[config.mk]
export PLATFORM = sky130hd
export DESIGN_NAME = measure_sched
export DESIGN_NICKNAME = d
export VERILOG_FILES = /design/src/rtl/measure_sched.sv
export SDC_FILE = /design/constraint.sdc
export NUM_CORES = 1
export LEC_CHECK = 0
export CAP_MARGIN = 10
export CORE_AREA = 2 2 136 138
export DETAILED_ROUTE_END_ITERATION = 16
export DIE_AREA = 0 0 138 140
export PLACE_DENSITY = 0.81
export SLEW_MARGIN = 20
export SYNTH_ARGS = -nofsm -noshare
export SYNTH_HDL_FRONTEND = slang
export SYNTH_SLANG_ARGS = --single-unit
[constraint.sdc]
create_clock -name clk_i -period 2.9 [get_ports clk_i]
set_input_delay 0.435 -clock clk_i [delete_from_list [all_inputs] [get_ports clk_i]]
set_output_delay 0.435 -clock clk_i [all_outputs]
set_load 0.02 [all_outputs]
[src/rtl/measure_sched.sv]
// measure_sched: scan controller for a bank of measure frequency-counter channels.
// Walks the enabled channels in ascending order. For each channel it opens the gate,
// then waits for the gated count or for a timeout. Each outcome is reported as one
// tagged result on a shared stream. Single-shot and continuous scanning are supported.
module measure_sched #(
   parameter int          N_CH    = 4,
   parameter int          CH_W    = (N_CH > 1) ? $clog2(N_CH) : 1,
   parameter logic [31:0] TIMEOUT = 32'd200_000_000
) (
   input  logic                 clk_i,
   input  logic                 rst_i,
   input  logic                 start_i,
   input  logic                 cont_i,
   input  logic [N_CH-1:0]      ch_mask_i,
   input  logic [N_CH-1:0]      gate_sync_i,
   input  logic [N_CH-1:0]      meas_wr_en_i,
   input  logic [64*N_CH-1:0]   meas_wr_data_i,
   output logic [N_CH-1:0]      gate_en_o,
   output logic                 res_valid_o,
   output logic [CH_W-1:0]      res_ch_o,
   output logic [63:0]          res_data_o,
   output logic                 res_timeout_o,
   output logic                 busy_o,
   output logic                 scan_done_o
);

   // The scan pointer needs one extra bit so that it can hold N_CH, which means "past the last channel".
   localparam int PTR_W = CH_W + 1;

   typedef enum logic [2:0] {
      IDLE,
      SELECT,
      ARM,
      RUN,
      REPORT,
      DONE
   } state_t;

   state_t           state_q, state_d;
   logic [N_CH-1:0]  mask_q, mask_d;
   logic [PTR_W-1:0] ptr_q, ptr_d;
   logic [CH_W-1:0]  ch_q, ch_d;
   logic [31:0]      tmo_cnt_q, tmo_cnt_d;

   logic             found;
   logic [CH_W-1:0]  found_idx;
   logic             sel_sync;
   logic             sel_wr;
   logic [63:0]      sel_data;

   logic [N_CH-1:0]  gate_en_d;
   logic             res_valid_d;
   logic [CH_W-1:0]  res_ch_d;
   logic [63:0]      res_data_d;
   logic             res_timeout_d;
   logic             busy_d;
   logic             scan_done_d;

   // Find the lowest enabled channel at or above the scan pointer.
   // The loop runs downward, so the last match written is the lowest index.
   always_comb begin
      found     = 1'b0;
      found_idx = '0;
      for (int i = N_CH - 1; i >= 0; i--) begin
         if (mask_q[i] && (PTR_W'(i) >= ptr_q)) begin
            found     = 1'b1;
            found_idx = CH_W'(i);
         end
      end
   end

   // Route the handshake and data of the selected channel. Every other channel is invisible here.
   always_comb begin
      sel_sync = 1'b0;
      sel_wr   = 1'b0;
      sel_data = '0;
      for (int i = 0; i < N_CH; i++) begin
         if (CH_W'(i) == ch_q) begin
            sel_sync = gate_sync_i[i];
            sel_wr   = meas_wr_en_i[i];
            sel_data = meas_wr_data_i[64*i +: 64];
         end
      end
   end

   // FSM state register.
   always_ff @(posedge clk_i) begin
      if (rst_i) begin
         state_q <= IDLE;
      end else begin
         state_q <= state_d;
      end
   end

   // Compute the next state and the datapath updates.
   // The outputs are derived from the next state, so every registered output lines up with the state it describes.
   always_comb begin
      state_d       = state_q;
      mask_d        = mask_q;
      ptr_d         = ptr_q;
      ch_d          = ch_q;
      tmo_cnt_d     = tmo_cnt_q;
      res_ch_d      = res_ch_o;
      res_data_d    = res_data_o;
      res_timeout_d = res_timeout_o;

      case (state_q)
         IDLE: begin
            if (start_i) begin
               mask_d  = ch_mask_i;
               ptr_d   = '0;
               state_d = SELECT;
            end
         end
         SELECT: begin
            if (found) begin
               ch_d      = found_idx;
               tmo_cnt_d = '0;
               state_d   = ARM;
            end else begin
               state_d = DONE;
            end
         end
         ARM: begin
            if (tmo_cnt_q == TIMEOUT) begin
               res_ch_d      = ch_q;
               res_data_d    = '0;
               res_timeout_d = 1'b1;
               state_d       = REPORT;
            end else begin
               tmo_cnt_d = tmo_cnt_q + 32'd1;
               if (sel_sync) begin
                  state_d = RUN;
               end
            end
         end
         RUN: begin
            if (sel_wr) begin
               res_ch_d      = ch_q;
               res_data_d    = sel_data;
               res_timeout_d = 1'b0;
               state_d       = REPORT;
            end else if (tmo_cnt_q == TIMEOUT) begin
               res_ch_d      = ch_q;
               res_data_d    = '0;
               res_timeout_d = 1'b1;
               state_d       = REPORT;
            end else begin
               tmo_cnt_d = tmo_cnt_q + 32'd1;
            end
         end
         REPORT: begin
            ptr_d   = PTR_W'(ch_q) + PTR_W'(1);
            state_d = SELECT;
         end
         DONE: begin
            if (cont_i) begin
               mask_d  = ch_mask_i;
               ptr_d   = '0;
               state_d = SELECT;
            end else begin
               state_d = IDLE;
            end
         end
         default: begin
            state_d = IDLE;
         end
      endcase

      gate_en_d = '0;
      for (int i = 0; i < N_CH; i++) begin
         gate_en_d[i] = (state_d == ARM) && (CH_W'(i) == ch_d);
      end
      res_valid_d = (state_d == REPORT);
      busy_d      = (state_d != IDLE);
      scan_done_d = (state_d == DONE);
   end

   // Register the scan bookkeeping and all outputs.
   always_ff @(posedge clk_i) begin
      if (rst_i) begin
         mask_q        <= '0;
         ptr_q         <= '0;
         ch_q          <= '0;
         tmo_cnt_q     <= '0;
         gate_en_o     <= '0;
         res_valid_o   <= 1'b0;
         res_ch_o      <= '0;
         res_data_o    <= '0;
         res_timeout_o <= 1'b0;
         busy_o        <= 1'b0;
         scan_done_o   <= 1'b0;
      end else begin
         mask_q        <= mask_d;
         ptr_q         <= ptr_d;
         ch_q          <= ch_d;
         tmo_cnt_q     <= tmo_cnt_d;
         gate_en_o     <= gate_en_d;
         res_valid_o   <= res_valid_d;
         res_ch_o      <= res_ch_d;
         res_data_o    <= res_data_d;
         res_timeout_o <= res_timeout_d;
         busy_o        <= busy_d;
         scan_done_o   <= scan_done_d;
      end
   end

endmodule
# Word-level counts from Yosys, hierarchy flattened
# Index checks and enable logic that the tools add are counted.
[classes]
n_addsub = 2
n_lt_le_gt_ge = 4
eq_ne = 19
mux = 49
n_reduce_logical = 19
[ops]
columns = ["operator", "n"]
rows = [
  ["2-to-1 mux 64 bit", 6],
  ["case mux 64 bit (2 select lines)", 1],
  ["2-to-1 mux 32 bit", 3],
  ["case mux 32 bit (3 select lines)", 1],
  ["adder 32 x 1 -> 32 bit, second input constant", 1],
  ["equality test 32 x 28 -> 1 bit, second input constant", 1],
  ["2-to-1 mux 3 bit", 8],
  ["case mux 3 bit (6 select lines)", 1],
  ["2-to-1 mux 2 bit", 8],
  ["2-to-1 mux 1 bit", 15],
  ["equality test 3 bit, second input constant", 4],
  ["equality test 3 x 2 -> 1 bit, second input constant", 3],
  ["case mux 3 bit (3 select lines)", 1],
  ["AND reduction 3 bit", 3],
  ["nonzero test 3 bit", 3],
  ["equality test 2 bit, first input constant", 4],
  ["logical AND 1 bit", 8],
  ["2-to-1 mux 4 bit", 2],
  ["!= test 2 bit, second input constant", 4],
  ["case mux 4 bit (2 select lines)", 1],
  [">= comparator 1 x 3 -> 1 bit, first input constant", 2],
  [">= comparator 2 x 3 -> 1 bit, first input constant", 2],
  ["equality test 1 x 2 -> 1 bit, first input constant", 2],
  ["logical NOT 2 bit", 2],
  ["6 further kinds", 7],
]
[totals]
reg_bits = 118
input_bits = 272
output_inout_bits = 74
elab_cells = 105

# Depth between registers and ports, before layout
[logic_depth]
word_depth = 10
ltp_mapped = 11
ltp_nobuf = 8

# Worst setup path before layout
# Ideal clock, no wire load.
[synth_path]
path_type = "register to register"
startpoint = "register ch_q[0]"
endpoint = "register tmo_cnt_q[31]"
setup_time_ns = 0.070
arrival_time_ns = 2.163
t_required_ns = 2.830
slack_ns = 0.666
stages_incl_launch_ff = 11
path_buffers = 2
synth_period_minus_slack_ns = 2.234
path_cell_list = "dfxtp_1 -> inv_1 -> ha_1 -> clkbuf_1 -> a21oi_1 -> a221o_1 -> and3b_1 -> a21oi_4 -> buf_2 -> or4b_1 -> a21oi_1"
[synth_via]
elab_chain_len = 7
elab_cells_between_ends = 10
classes_between = "4 x eq/ne; 4 x mux; 2 x reduce/logical"
[synth_lines]
columns = ["item", "line", "source"]
rows = [
  ["start, declared", "42", "logic [CH_W-1:0] ch_q, ch_d;"],
  ["start signal, assigned", "196", "ch_q <= ch_d;"],
  ["logical NOT 2 bit", "78", "if (CH_W'(i) == ch_q) begin"],
  ["2-to-1 mux 1 bit (3 in a row)", "78", ""],
  ["2-to-1 mux 1 bit (*)", "78", ""],
  ["!= test 2 bit (no source line) (*)", "-", ""],
  ["AND reduction 3 bit (no source line) (*)", "-", ""],
  ["end signal, assigned", "197", "tmo_cnt_q <= tmo_cnt_d;"],
  ["end, declared", "43", "logic [31:0] tmo_cnt_q, tmo_cnt_d;"],
]
# Every way passes the cells marked *; elsewhere a longest branch is shown, timed or not.
# A chain may end at the register's enable or synchronous reset.

# Worst setup path in the final report
[layout_path]
startpoint = "register ch_q[0]"
endpoint = "register tmo_cnt_q[8]"
# The elaborated chain is that of the path after synthesis.

==> flow_summary.yaml <==
clock_network:
  postCtsSetupRepairBufs: 0
  insertion_delay_ps: 430
  cts_buffers: 17
  clockBufferDepth: 2
  root_buffer: "clkbuf_16"
  cts.clk_slew.worst_paths_ps: 60
  cts_hold_buf: 0
  cts_resized: 0
  cts_max_level: 4
  cts_tree: "built"
  clock_sink_count: 118
drt:
  wire_per_inst_um: 20.0
  dr.max_layer_used: "met4"
  wl_met2_um: 13200
  routed_wl_um: 29300
  drc: 0
  vias: 7959
  vias_per_cell: 5.43
  routedLengthMet1_um: 12000
  met3_wirelength_um: 3590
  antenna_left: 0
  drt-pass1-iter-count: 5
  drt_first_iter_violations: 600
yosys:
  synth_common_cells: "a21oi_1, dfxtp_1, nand2_1, nor2_1"
  synth_top_flop_cell: "dfxtp_1"
  synth_seq_cells: 118
  synth_most_common_cell: "a21oi_1"
  synth_area_leaders: "dfxtp_1, a21oi_1, o2bb2ai_1"
  synth.top_cell.area_share_pct: 35.0
  synth.distinct_cells: 48
  syn-num-nets: 1196
  netlist_area_sq_mm: 0.00675
  synthArstFlopShare_pct: 0
  syn_inst: 918
  synth_edf_count: 0
  syn_avg_cell_area_sq_um: 7.35
  synth-seq-area-share_pct: 35.0
  ys.warnings.count: 0
  synth_top_cell_by_area: "dfxtp_1"
worst_setup_path:
  worst_ep_arrival_time_ps: 2890
  critical_path_class: "reg2reg"
  cp_max_fo: 36
  critPathLaunchType: "flip-flop"
  endpoint_kind: "flip-flop"
  r2r_cells: 9
  required_ps: 3260
place:
  numPortBuffers: 345
  place_hpwl_um: 22000
  dpl_cell_area_sq_mm: 0.0104
  routabilityCongestion: 1.01
timing:
  worst_clock_skew_ps: 7.01
  setup_viol_count_final: 0
  hold_viol_final: 0
  slew_viol_final: 0
  timing.final.crit_share_pct: 87.4
  tightest_slew_ps: 931
  fin_setup_tns_ps: 0
  slew_headroom_pct: 37.9
  fin_crit_ps: 2530
  max_freq_mhz: 395
  rsz0062_at_grt: "no"
  timing.hold.ws_ps: 460
floorplan:
  fp.coreArea_sq_mm: 0.0178
  ios: 346
  die-width_um: 138
  dieArea_sq_mm: 0.0193
  die_h_um: 140
  start_util_pct: 37.9
  rows: 49
layout:
  drive_gt1_share_pct: 5.19
  area_growth_pct: 61.8
  final_area_sq_mm: 0.0109
  nNetsFinal: 1498
power:
  leakage_nw: 3.77
  powerDensity_mw_per_mm2: 531
  peakVddDrop_v: 0.000460
hold_path:
  hold_path_depth: 2
  worstHoldPathType: "reg2reg"
global_routing:
  grt_overflow_total: 0
  grt_pass1_vias: 7542
  grt.total_usage_pct: 29.4
  grt_pass1_wl_um: 44500
  grt_max_degree: 92
  antenna_found_initial: 2
status:
  status: "completed"
job:
  cap_violations: 0
-- report_power, final --
group	total, mW	internal [mW]	switching [mW]
clock network	1.97	1.14	0.828
logic	2.08	0.938	1.14
registers	1.74	1.68	0.0564
-- stage by stage --
stage	setup WS [ps]	total power, mW	instances	utilization [%]
3_5_place_dp	393	3.83	1430	58.2
4_1_cts	379	5.80	1462	61.3
3_3_place_gp	433	3.80	1430	58.2
6_report	366	5.79	1465	61.4
5_1_grt	182	6.12	1464	61.4
2_1_floorplan	666	3.03	918	-
-- critical path, cell delays in order, from the launching register on --
cell     delay, ps
dfxtp_1        460
inv_1          190
ha_4           210
a21oi_1        110
a221o_1        270
and3b_1        300
a21oi_4         80
buf_4          230
or4_1          520
o21ai_1         80
-- placed cells by master (no fill, tap or decap), types with 4 or more instances in the layout --
cell / instances
a21oi_1: 231
and3_1: 5
buf_4: 14
clkbuf_16: 17
clkdlybuf4s50_1: 345
clkinvlp_4: 7
dfxtp_1: 118
inv_1: 13
nand2_1: 99
nand2b_1: 4
nand3_1: 20
nand3b_1: 65
nand4_1: 10
nor2_1: 90
nor3_1: 5
nor4_1: 7
o21ai_0: 24
o2bb2ai_1: 65
or2_2: 5
or3_1: 21
or4_1: 8
-- final cells by class --
type / instances / area (sq um)
Clock buffer: 19 / 453
Multi-Input combinational cell: 710 / 4080
Fill cell: 1606 / 6870
Clock inverter: 13 / 101
Tap cell: 229 / 287
Timing Repair Buffer: 360 / 3580
Antenna cell: 3 / 7.51
Sequential cell: 118 / 2360
Inverter: 13 / 48.8
-- sequential cells by signal (all words and copies together), names as in the netlist, 2 cells and up --
register	count
tmo_cnt_q	32
state_q	3
ch_q	2
res_data_o	64
gate_en_o	4
res_ch_o	2
mask_q	4
ptr_q	3
-- final timing paths --
| check | slack [ps] | startpoint | endpoint |
|---|---|---|---|
| setup / recovery | 370 | ch_q[0]$_SDFF_PP0_ | tmo_cnt_q[8]$_SDFFE_PP0P_ |
| setup reg to reg | 370 | ch_q[0]$_SDFF_PP0_ | tmo_cnt_q[8]$_SDFFE_PP0P_ |
| hold / removal | 460 | mask_q[0]$_SDFFE_PP0P_ | mask_q[0]$_SDFFE_PP0P_ |
| hold reg to reg | 460 | mask_q[0]$_SDFFE_PP0P_ | mask_q[0]$_SDFFE_PP0P_ |
-- logic make-up (layout without fill, tap and decap cells) --
logic type,count (synthesis),in the layout,share of synthesized area (%)
fa+ha+maj,6,6,1.11
buf+inv,90,405,5.32
flops,118,118,35.0
simple gates,358,358,27.6
compound gates,343,343,30.5
mux,3,3,0.445
other cells,0,3,0
-- metal layers --
layer | vias to the layer above | track usage (%)
met5 | - | 0
met4 | 0 | 8.38
met3 | 38 | 15.7
met2 | 296 | 44.9
met1 | 3680 | 36.1
li1 | 3945 | -
Note: power is estimated with default switching activity, not from simulation.
